`src/rtl/alu_seq.sv`:
```
// alu_seq: multi-cycle integer ALU with RV32M-style multiply/divide.
//
// Operand bundles enter through an in_valid/in_ready handshake, and results
// leave through an out_valid/out_ready handshake. ADD, SUB, AND, OR, XOR,
// illegal ops and the divide fast paths finish in one cycle. MUL/MULHU use
// an iterative unsigned shift-add engine. DIV/DIVU/REM/REMU use a restoring
// divider on magnitudes, with a sign fixup when the engine finishes.
//
// Build option: define ALU_SEQ_MULDIV_EN to compile in the MUL/DIV engines.
// When it is not defined, ops 5..10 are reported as illegal.
//
// Ports:
//   clk        rising-edge clock
//   rst_n      asynchronous active-low reset
//   in_valid   operand bundle valid
//   in_ready   block is idle and can accept a bundle
//   op         operation select (0 ADD .. 10 REMU, 11..15 illegal)
//   a, b       operands
//   out_valid  result valid
//   out_ready  consumer accepts the result
//   result     registered result
//   zero       result == 0
//   err        illegal or compiled-out op, qualified by out_valid
module alu_seq #(
    parameter int WIDTH = 32,
    parameter int CNT_W = $clog2(WIDTH) + 1
) (
    input  logic             clk,
    input  logic             rst_n,
    input  logic             in_valid,
    output logic             in_ready,
    input  logic [3:0]       op,
    input  logic [WIDTH-1:0] a,
    input  logic [WIDTH-1:0] b,
    output logic             out_valid,
    input  logic             out_ready,
    output logic [WIDTH-1:0] result,
    output logic             zero,
    output logic             err
);

    localparam logic [3:0] OP_ADD  = 4'd0;
    localparam logic [3:0] OP_SUB  = 4'd1;
    localparam logic [3:0] OP_AND  = 4'd2;
    localparam logic [3:0] OP_OR   = 4'd3;
    localparam logic [3:0] OP_XOR  = 4'd4;

`ifdef ALU_SEQ_MULDIV_EN
    localparam logic [3:0] OP_MUL  = 4'd5;
    localparam logic [3:0] OP_MULHU = 4'd6;
    localparam logic [3:0] OP_DIV  = 4'd7;
    localparam logic [3:0] OP_DIVU = 4'd8;
    localparam logic [3:0] OP_REM  = 4'd9;
    localparam logic [3:0] OP_REMU = 4'd10;

    localparam logic [WIDTH-1:0] MOST_NEG = {1'b1, {(WIDTH-1){1'b0}}};

    typedef enum logic [1:0] {
        S_IDLE = 2'd0,
        S_MUL  = 2'd1,
        S_DIV  = 2'd2,
        S_DONE = 2'd3
    } state_t;
`else
    typedef enum logic [0:0] {
        S_IDLE = 1'b0,
        S_DONE = 1'b1
    } state_t;
`endif

    function automatic logic [WIDTH-1:0] simple_op(input logic [3:0] f,
                                                   input logic [WIDTH-1:0] x,
                                                   input logic [WIDTH-1:0] y);
        case (f)
            OP_ADD:  return x + y;
            OP_SUB:  return x - y;
            OP_AND:  return x & y;
            OP_OR:   return x | y;
            default: return x ^ y;
        endcase
    endfunction

    state_t           state;
    state_t           state_next;
    logic             accept;
    logic             is_simple;
    logic             load;
    logic [WIDTH-1:0] res_next;
    logic             err_next;

    assign accept    = in_valid && (state == S_IDLE);
    assign is_simple = (op <= OP_XOR);

`ifdef ALU_SEQ_MULDIV_EN
    logic                    is_mul;
    logic                    is_div;
    logic                    is_rem;
    logic                    div_sgn;
    logic                    div_fast;
    logic [WIDTH-1:0]        fast_res;
    logic signed [WIDTH-1:0] a_s;
    logic signed [WIDTH-1:0] b_s;
    logic [WIDTH-1:0]        a_mag;
    logic [WIDTH-1:0]        b_mag;

    logic [2*WIDTH-1:0]      acc;
    logic [WIDTH-1:0]        opa_q;
    logic [WIDTH-1:0]        opb_q;
    logic [CNT_W-1:0]        cnt;
    logic [3:0]              op_q;
    logic                    neg_q;
    logic                    neg_r;
    logic                    last;

    logic [WIDTH:0]          mul_hi;
    logic [2*WIDTH-1:0]      mul_acc_next;
    logic [WIDTH:0]          div_trial;
    logic [2*WIDTH-1:0]      div_acc_next;
    logic [WIDTH-1:0]        quot;
    logic [WIDTH-1:0]        remd;
    logic [WIDTH-1:0]        mul_res;
    logic [WIDTH-1:0]        div_res;

    assign a_s      = a;
    assign b_s      = b;
    assign is_mul   = (op == OP_MUL) || (op == OP_MULHU);
    assign is_div   = (op >= OP_DIV) && (op <= OP_REMU);
    assign is_rem   = (op == OP_REM) || (op == OP_REMU);
    assign div_sgn  = (op == OP_DIV) || (op == OP_REM);
    // Divide by zero, or the one signed quotient that does not fit.
    assign div_fast = (b == '0) || (div_sgn && (a == MOST_NEG) && (&b));
    assign fast_res = (b == '0) ? (is_rem ? a : {WIDTH{1'b1}})
                                : (is_rem ? '0 : MOST_NEG);
    // Negating MOST_NEG yields MOST_NEG, which is the correct magnitude
    // when read as unsigned.
    assign a_mag    = (div_sgn && a[WIDTH-1]) ? WIDTH'(-a_s) : a;
    assign b_mag    = (div_sgn && b[WIDTH-1]) ? WIDTH'(-b_s) : b;

    assign last = (cnt == CNT_W'(1));

    // Shift-add: add the multiplicand into the upper half when the current
    // multiplier bit is set, then shift the whole accumulator right.
    assign mul_hi       = {1'b0, acc[2*WIDTH-1:WIDTH]}
                        + {1'b0, opa_q & {WIDTH{opb_q[0]}}};
    assign mul_acc_next = {mul_hi, acc[WIDTH-1:1]};
    assign mul_res      = (op_q == OP_MUL) ? mul_acc_next[WIDTH-1:0]
                                           : mul_acc_next[2*WIDTH-1:WIDTH];

    // Restoring divide: acc = {partial remainder, dividend/quotient}.
    assign div_trial    = acc[2*WIDTH-1:WIDTH-1] - {1'b0, opb_q};
    assign div_acc_next = div_trial[WIDTH] ? {acc[2*WIDTH-2:0], 1'b0}
                        : {div_trial[WIDTH-1:0], acc[WIDTH-2:0], 1'b1};
    assign quot         = div_acc_next[WIDTH-1:0];
    assign remd         = div_acc_next[2*WIDTH-1:WIDTH];
    assign div_res      = ((op_q == OP_REM) || (op_q == OP_REMU))
                        ? (neg_r ? -remd : remd)
                        : (neg_q ? -quot : quot);

    always_ff @(posedge clk or negedge rst_n) begin
        if (!rst_n) begin
            acc   <= '0;
            opa_q <= '0;
            opb_q <= '0;
            cnt   <= '0;
            op_q  <= '0;
            neg_q <= 1'b0;
            neg_r <= 1'b0;
        end else begin
            case (state)
                S_IDLE: begin
                    if (accept) begin
                        op_q  <= op;
                        cnt   <= CNT_W'(WIDTH);
                        opa_q <= a;
                        opb_q <= b_mag;
                        acc   <= is_mul ? '0 : {{WIDTH{1'b0}}, a_mag};
                        neg_q <= div_sgn && (a[WIDTH-1] ^ b[WIDTH-1]);
                        neg_r <= div_sgn && a[WIDTH-1];
                    end
                end
                S_MUL: begin
                    acc   <= mul_acc_next;
                    opb_q <= opb_q >> 1;
                    cnt   <= cnt - CNT_W'(1);
                end
                S_DIV: begin
                    acc <= div_acc_next;
                    cnt <= cnt - CNT_W'(1);
                end
                default: ;
            endcase
        end
    end
`endif

    always_ff @(posedge clk or negedge rst_n) begin
        if (!rst_n) begin
            state <= S_IDLE;
        end else begin
            state <= state_next;
        end
    end

    always_comb begin
        state_next = state;
        case (state)
            S_IDLE: begin
                if (accept) begin
`ifdef ALU_SEQ_MULDIV_EN
                    if (is_mul)                  state_next = S_MUL;
                    else if (is_div && !div_fast) state_next = S_DIV;
                    else                         state_next = S_DONE;
`else
                    state_next = S_DONE;
`endif
                end
            end
`ifdef ALU_SEQ_MULDIV_EN
            S_MUL, S_DIV: begin
                if (last) state_next = S_DONE;
            end
`endif
            S_DONE: begin
                if (out_ready) state_next = S_IDLE;
            end
            default: state_next = S_IDLE;
        endcase
    end

    always_comb begin
        in_ready  = (state == S_IDLE);
        out_valid = (state == S_DONE);
    end

    // Decide when the output registers load and with what.
    always_comb begin
        load     = 1'b0;
        res_next = '0;
        err_next = 1'b0;
        case (state)
            S_IDLE: begin
                if (accept) begin
                    load = 1'b1;
                    if (is_simple) begin
                        res_next = simple_op(op, a, b);
`ifdef ALU_SEQ_MULDIV_EN
                    end else if (is_div && div_fast) begin
                        res_next = fast_res;
                    end else if (is_mul || is_div) begin
                        load = 1'b0;
`endif
                    end else begin
                        err_next = 1'b1;
                    end
                end
            end
`ifdef ALU_SEQ_MULDIV_EN
            S_MUL: begin
                if (last) begin
                    load     = 1'b1;
                    res_next = mul_res;
                end
            end
            S_DIV: begin
                if (last) begin
                    load     = 1'b1;
                    res_next = div_res;
                end
            end
`endif
            default: ;
        endcase
    end

    always_ff @(posedge clk or negedge rst_n) begin
        if (!rst_n) begin
            result <= '0;
            zero   <= 1'b1;
            err    <= 1'b0;
        end else if (load) begin
            result <= res_next;
            zero   <= (res_next == '0);
            err    <= err_next;
        end
    end

endmodule

```
`config.mk`:
```
export PLATFORM = sky130hd
export DESIGN_NAME = alu_seq
export DESIGN_NICKNAME = d
export VERILOG_FILES = /design/src/rtl/alu_seq.sv
export SDC_FILE = /design/constraint.sdc
export NUM_CORES = 1
export LEC_CHECK = 0
export ABC_AREA = 1
export BUFFER_PORTS_ARGS = -buffer_cell sky130_fd_sc_hd__buf_2
export CAP_MARGIN = 20
export CORE_MARGIN = 8
export CORE_UTILIZATION = 30
export CTS_BUF_LIST = sky130_fd_sc_hd__clkbuf_8
export DETAILED_ROUTE_END_ITERATION = 12
export SETUP_SLACK_MARGIN = 0.4
export SKIP_LAST_GASP = 1
export SYNTH_ARGS = -nofsm -noshare
export SYNTH_HDL_FRONTEND = slang
export SYNTH_SLANG_ARGS = --single-unit
export TNS_END_PERCENT = 50
```
`constraint.sdc`:
```
create_clock -name clk -period 1.5 [get_ports clk]
set_input_delay 0.375 -clock clk [delete_from_list [all_inputs] [get_ports clk]]
set_output_delay 0.375 -clock clk [all_outputs]
set_load 0.05 [all_outputs]
```
# ---- Yosys cells after proc, flatten, opt, wreduce, memory -nomap -nowiden
# Cells that the tools add are included.
dict set report totals {
  register_bits 35
  input_bits 72
  out_inout_bits 36
}
dict set report classes {
  n_addsub 2
  order_cmp 1
  n_eq_ne 3
  mux 11
  bitwise 4
  n_reduce_logical 3
}
# operator count
set ops {}
lappend ops {{$pmux 32 s4} 1}
lappend ops {{$mux 32} 3}
lappend ops {{$add 32x32->32} 1}
lappend ops {{$and 32x32->32} 1}
lappend ops {{$logic_not 32->1} 1}
lappend ops {{$or 32x32->32} 1}
lappend ops {{$sub 32x32->32} 1}
lappend ops {{$xor 32x32->32} 1}
lappend ops {{$eq 4x2->1 const B} 2}
lappend ops {{$mux 1} 6}
lappend ops {{$eq 4x1->1 const B} 1}
lappend ops {{$le 4x3->1 const B} 1}
lappend ops {{$logic_not 4->1} 1}
lappend ops {{$pmux 1 s2} 1}
lappend ops {{$logic_and 1x1->1} 1}
lappend ops {{$not 1->1} 1}

# ---- Depth between registers and ports, before layout
# Gate-level depths: netlist of run 1.
dict set report logic_depth {
  depth_word 6
  depth_mapped 28
}

# ---- Worst setup path before layout of run 1
# No wires, ideal clock.
dict set report synth_timing {
  path_type {input-to-reg}
  startpoint {input port b[1]}
  endpoint {register zero}
  arrival_ns 3.119
  setup_slack_ns -1.680
  stages 26
  n_path_buf 0
  path_cell_list {inv_1 > ha_1 > nand4_1 > nand3b_4 > nor3_2 > nand2_1 > nand2_2 > nand2_2 > a21oi_2 > o21ai_1 > xor2_1 > ha_1 > nand2_1 > nor2_1 > and2_1 > and2_1 > nand2_1 > nand2_1 > nand2_1 > nand3_1 > nand2_1 > nand2_1 > nand2_1 > nor3_2 > nand3_1 > nand2_1}
}
dict set report synth_between {
  elab_chain_len 6
}
# item line_no
set synth_rtl {}
lappend synth_rtl {{start: declaration} 34} ;# input logic [WIDTH-1:0] b,
lappend synth_rtl {{$sub 32x32->32 (tied with other cells)} 76} ;# OP_SUB: return x - y;
lappend synth_rtl {{$pmux 32 s4 (*)} 74} ;# case (f)
lappend synth_rtl {{$mux 32 (*)} 244} ;# if (is_simple) begin
lappend synth_rtl {{$mux 32 (*)} 242} ;# if (accept) begin
lappend synth_rtl {{$mux 32 (*)} 240} ;# case (state)
lappend synth_rtl {{$logic_not 32->1 (*)} 282} ;# zero <= (res_next == '0);
lappend synth_rtl {{end signal: assignment} 282}
lappend synth_rtl {{end: declaration} 38} ;# output logic zero,
# Every way passes the cells marked *; elsewhere a longest branch is shown, timed or not.
# A chain may end at the register's enable or synchronous reset.

# ---- Worst setup path in the final report of run 1
# Same ends and word-level chain as after synthesis.

==> impl_metrics.toml, run 1 <==
[clock_network]
cts_tree = "done"
cts_root_buf = "clkbuf_8"
clockBufferDepth = 2
clkTransAtPathRegs_ns = 0.07
cts_buffers = 5
holdBufCountCts = 0
clock-sinks = 35
insertion_delay_ns = 0.30
h-tree-depth = 2

[final_layout]
nNetsFinal = 1686
fin_util_pct = 50.0
antenna_cells = 0
fin_cells = 1798
syn_to_final_growth_pct = 64.5
layout-drive-gt1-share_pct = 42.2

[grt]
antenna_found_initial = 0
overflow = 0
first_global_vias = 8186
grt_max_degree = 36
grt.total_usage_pct = 19.7
grt_pass1_wl_um = 42000

[synthesis]
synth_fp_nets = 1313
synth_cell_type_count = 42
ys_seq_area_share_pct = 13.3
yosys.area.top_type = "nand2_1"
yosys.cell_count.top_type = "nand2_1"
synthTopCellsByArea = "nand2_1 21%, ha_1 18%, dfrtp_1 13%, inv_1 12%, nor2_1 8.4%"
netlist_area_um2 = 6590
synth_cells = 1144
ys_top_cells_by_count = "376 x nand2_1, 206 x inv_1, 148 x nor2_1"
synthFlopType = "dfrtp_1"
synth_area_per_cell_um2 = 5.76
synth_edf_count = 0
synth_top_area_share_pct = 21.4
ys_seq_elements = 35
synthArstFlopShare_pct = 100
synth_warnings = 0

[route]
vias = 8486
via_per_inst = 4.72
ant_nets = 0
first_pass_iters = 5
wirelength_um = 27700
wl_per_cell_um = 15.4
drc = 0
drtIter0Drc = 648

[timing]
tightest_slew_ns = 0.465
slew_viol_final = 0
setup_viol = 33
relSlewSlack_pct = 69.0
fin_skew_ns = 0.00801
finalCriticalPeriod_ns = 3.41
setup_ws_ns = -1.91
fin_crit_sh_pct = 227
hold_violations = 0
rsz0062_at_grt = "yes"
whs_ns = 0.0311
fmaxAchievable_mhz = 293

[worst_setup_path]
crit_arrival_ns = 3.64
crit_path_start_kind = "primary input"
worstPathRequired_ns = 1.73
path_class = "in2reg"
slowest_stage = "ha_1"
crit_buf_inv = 4
path_common_cell = "nand2_1"
slowest_delay_ns = 0.29
path_max_fanout = 3
crit_family = "simple AND/OR/NAND/NOR gates"
endpoint_kind = "flip-flop"

[pwr]
p_leak_nw = 6.20
clkPwrFrac_pct = 11.7
p_sw_mw = 2.97
p_int_mw = 3.09
swShare_pct = 49.0
pwr-share-comb_pct = 68.8
ir_worst_vdd_mv = 0.658
power_frac_seq_pct = 19.5
pwr_density_cell_nw_per_um2 = 559

[place]
port_buffers = 107
gp_congestion = 0.954
placedCellCount = 1739
pre_cts_ws_ns = -2.32
place_hpwl_um = 21700

[min_path]
worstHoldPathType = "in2async"

[floorplanning]
rows = 54
core_um2 = 21700
start_util_pct = 30.4
die_area_um2 = 27000
io_pins = 108
die_height_um = 164
die_x_um = 164

[flow_run]
drv_cap = 0

[outcome]
violations = "setup timing"
outcome = "complete, but fails checks"
## final cells by class
class,count,area [um^2]
Fill cell,2096,10900
Multi-Input combinational cell,881,5830
Timing Repair Buffer,384,2870
Sequential cell,35,877
Inverter,210,825
Tap cell,280,350
Clock buffer,6,82.6
Clock inverter,2,8.76
## placed cells by master, fill, tap and decap left out, types with 20 or more instances in the layout
master | Yosys | routed
nand2_1 | 376 | 292
nor2_1 | 148 | 118
inv_1 | 206 | 185
nand3_1 | 68 | 42
xor2_1 | 30 | 28
ha_1 | 96 | 83
buf_6 | 3 | 27
dfrtp_1 | 34 | 34
nand3_2 | 2 | 27
a211oi_1 | 20 | 20
buf_2 | 5 | 101
nand2_2 | 6 | 77
buf_4 | 0 | 244
## registers in the layout (all words and copies together), names as in the netlist
| signal | count |
|---|---|
| err | 1 |
| out_valid | 1 |
| result | 32 |
| zero | 1 |
## through the flow
step	instance area, um^2	power, mW	TNS (ns)
after floorplan	6730	3.22	-35.91
after global placement	9280	4.62	-55.63
after detailed placement	9280	4.64	-56.21
after CTS	10000	5.68	-41.44
after global routing	10800	6.49	-50.97
final	10800	6.06	-44.83
## power groups by stage
| stage | logic (mW) | clock network, mW | registers, mW |
|---|---|---|---|
| after floorplan | 1.50 | 0 | 1.71 |
| after global placement | 3.43 | 0 | 1.19 |
| after detailed placement | 3.45 | 0 | 1.19 |
| after CTS | 3.75 | 0.745 | 1.19 |
| after global routing | 4.51 | 0.774 | 1.20 |
| final | 4.17 | 0.708 | 1.18 |
## what timing repair did
item	in CTS	in global routing
resized for setup	125	165
buffers inserted	25	24
pin swaps	57	79
gates cloned	1	1
hold endpoints to repair	0	0
setup endpoints to repair	71	71
## routing by layer
layer	track usage [%]	part of all wire, %
met5	0	0
met4	7.48	2.9
met3	1.78	5.1
met2	32.5	47
met1	26.1	45
## cells by family after synthesis
group           share of synthesized area, %
simple gates                            41.7
buf+inv                                 13.5
compound gates                          8.87
fa+ha+maj                               18.5
flops                                   13.3
xor+xnor                                4.12
## worst paths after layout
path / endpoint / slack, ns / depth (start not counted) / from
worst max-delay path: zero / -1.91 / 28 / b[1]
worst min-delay path: result[29] / 0.03 / 2 / rst_n
worst max register to register: zero / -0.33 / 15 / out_valid
worst min register to register: result[3] / 0.47 / 1 / result[3]
max in group asynchronous: zero / 1.23 / 2 / rst_n
min in group clk: out_valid / 0.27 / 2 / out_ready
## worst reg2reg max path: cells and delay by family, from the launching register on
family,cells,cell delay (ns)
buf+inv,3,0.22
flops,1,0.36
simple gates,12,1.20
(Power assumes the default switching activity.)
==> run 2, diff against run 1 <==
--- a/config.mk
+++ b/config.mk
@@ -5,7 +5,6 @@
 export SDC_FILE = /design/constraint.sdc
 export NUM_CORES = 1
 export LEC_CHECK = 0
-export ABC_AREA = 1
 export BUFFER_PORTS_ARGS = -buffer_cell sky130_fd_sc_hd__buf_2
 export CAP_MARGIN = 20
 export CORE_MARGIN = 8
==> impl_metrics.toml, run 2 <==
[outcome]
outcome = "complete, but fails checks"
violations = "setup timing"

[worst_setup_path]
crit_family = "simple AND/OR/NAND/NOR gates"
path_common_cell = "buf_6"
path_class = "in2reg"
worstPathRequired_ns = 1.70
endpoint_kind = "flip-flop"
crit_path_start_kind = "primary input"
slowest_stage = "or4_4"
path_max_fanout = 4
crit_arrival_ns = 4.47
crit_buf_inv = 5
slowest_delay_ns = 0.54
path_cells = "buf_6, or4_4, nand3b_1, or3_4, nor2_4, buf_4, buf_6, a21oi_1, xnor2_1, ha_2, buf_6, nand2_4, nor2_4, o211ai_1, a21bo_2, buf_4, o31ai_2, xnor2_1, o221ai_1, nand2_1, o41ai_2"

[place]
port_buffers = 107
place_hpwl_um = 18800
gp_congestion = 0.899

[floorplanning]
core_um2 = 19300
io_pins = 108
rows = 51
die_area_um2 = 24100
start_util_pct = 30.2
die_x_um = 155
die_height_um = 155

[final_layout]
top_register = "result"
antenna_cells = 0
layout-drive-gt1-share_pct = 54.1
largest_reg_flops = 32
final_cell_mix = "285 x buf_4, 101 x buf_2, 89 x ha_1"
nNetsFinal = 1351
mostFrequentLayoutCell = "buf_4"
syn_to_final_growth_pct = 79.8

[synthesis]
ys_seq_area_share_pct = 15.0
synth_warnings = 0
synth_cells = 763
synth_edf_count = 0
ys_seq_elements = 35
synth_fp_nets = 932
synth_top_area_share_pct = 20.6
yosys.cell_count.top_type = "ha_1"
synthTopCellsByArea = "ha_1 21%, dfrtp_1 15%, xnor2_1 6.3%, a21oi_1 5.7%, nand2_1 5.5%"
netlist_area_um2 = 5830
synthFlopType = "dfrtp_1"
yosys.area.top_type = "ha_1"
synth_area_per_cell_um2 = 7.64
synthArstFlopShare_pct = 100
synth_cell_type_count = 74
ys_top_cells_by_count = "96 x ha_1, 86 x nand2_1, 74 x inv_1"

[timing]
fmaxAchievable_mhz = 234
setup_viol = 32
whs_ns = 0.0216
slew_viol_final = 0
fin_crit_sh_pct = 285
finalCriticalPeriod_ns = 4.27
rsz0062_at_grt = "yes"
tightest_slew_ns = 0.539
fin_skew_ns = 0.00852
hold_violations = 0
setup_tns_ns = -60.27
setup_ws_ns = -2.77
relSlewSlack_pct = 63.7

[grt]
grt_max_degree = 39
antenna_found_initial = 0
overflow = 0
grt.total_usage_pct = 19.6
first_global_vias = 7271
grt_pass1_wl_um = 38100

[route]
wirelength_um = 25800
drc = 0
ant_nets = 0
drtIter0Drc = 418
wl_per_cell_um = 17.8
vias = 7450
via_per_inst = 5.15
first_pass_iters = 5

[pwr]
pwr_density_cell_nw_per_um2 = 621
ir_worst_vdd_mv = 0.357
p_leak_nw = 5.30

[clock_network]
clockBufferDepth = 2
h-tree-depth = 2
clock-sinks = 35
insertion_delay_ns = 0.31
cts_tree = "done"
cts_root_buf = "clkbuf_8"
cts_buffers = 5
clkTransAtPathRegs_ns = 0.08

[min_path]
worstHoldPathType = "in2async"

[flow_run]
drv_cap = 0
[run 2: metal layers]
layer	wire length [um]	track usage, %	vias to the layer above
li1	-	-	3598
met1	11100	24.9	3531
met2	12200	32.2	256
met3	1500	2.80	65
met4	1040	8.73	0
met5	0	0	-
[run 2: stage by stage]
step	std cells	total power [mW]	instance area [um^2]	worst slack, ns	utilization (%)
after floorplan	763	3.28	6000	-2.69	-
after global placement	1363	4.66	8550	-3.00	44.4
after detailed placement	1363	4.70	8550	-3.11	44.4
after CTS	1416	6.02	9610	-2.66	49.8
after global routing	1448	6.85	10500	-2.98	54.4
final	1448	6.51	10500	-2.77	54.4
[run 2: final timing paths]
kind | from | end | slack [ns] | depth (start not counted)
max in group asynchronous | rst_n | zero | 1.23 | 2
min in group clk | out_ready | out_valid | 0.24 | 2
max reg2reg | out_valid | zero | -1.06 | 12
min reg2reg | result[13] | result[13] | 0.47 | 2
max | b[8] | zero | -2.77 | 21
min | rst_n | result[26] | 0.02 | 2
[run 2: worst register-to-register path, cell delays in order, from the launching register on]
cell and delay [ns]:
dfrtp_1 0.40, nand2b_4 0.16, or3b_4 0.43, buf_4 0.15, buf_4 0.14, a21oi_1 0.11
o211ai_1 0.13, nor3b_2 0.34, nor4_2 0.10, nand4bb_1 0.11, and4bb_2 0.22, nand4_1 0.11
o41ai_2 0.08
[run 2: cell families (layout without fill, tap and decap cells)]
family                   count (synthesis)  count (layout)  share of synthesized area (%)
AO/OA/AOI/OAI                          250             250                           28.8
XOR/XNOR                                48              48                           7.21
adder cells (fa/ha/maj)                 97              97                           21.0
buffers and inverters                  107             527                           8.84
flip-flops                              35              35                           15.0
multiplexers                             2               2                          0.344
AND/OR/NAND/NOR                        224             224                           18.8
[run 2: cell type report]
class / count / area, um^2
well taps: 265 / 332
clock inverters: 3 / 43.8
clock buffers: 5 / 68.8
flip-flops and latches: 35 / 877
repair buffers: 445 / 3400
multi-input cells: 621 / 5480
fillers: 1732 / 8790
inverters: 74 / 278
[run 2: power breakdown]
part | internal (mW) | leakage, nW | switching, mW
registers | 1.11 | 0.455 | 0.101
clock network | 0.496 | 0.0581 | 0.408
logic | 1.93 | 4.79 | 2.47
total | 3.53 | 5.30 | 2.98
[run 2: what timing repair did]
action                     in CTS  in global routing
setup buffers                  45                 30
setup endpoints to repair      71                 71
gates resized for setup       153                132
pin swaps                      70                 60
hold buffers                    0                  0
gates cloned                    0                  2
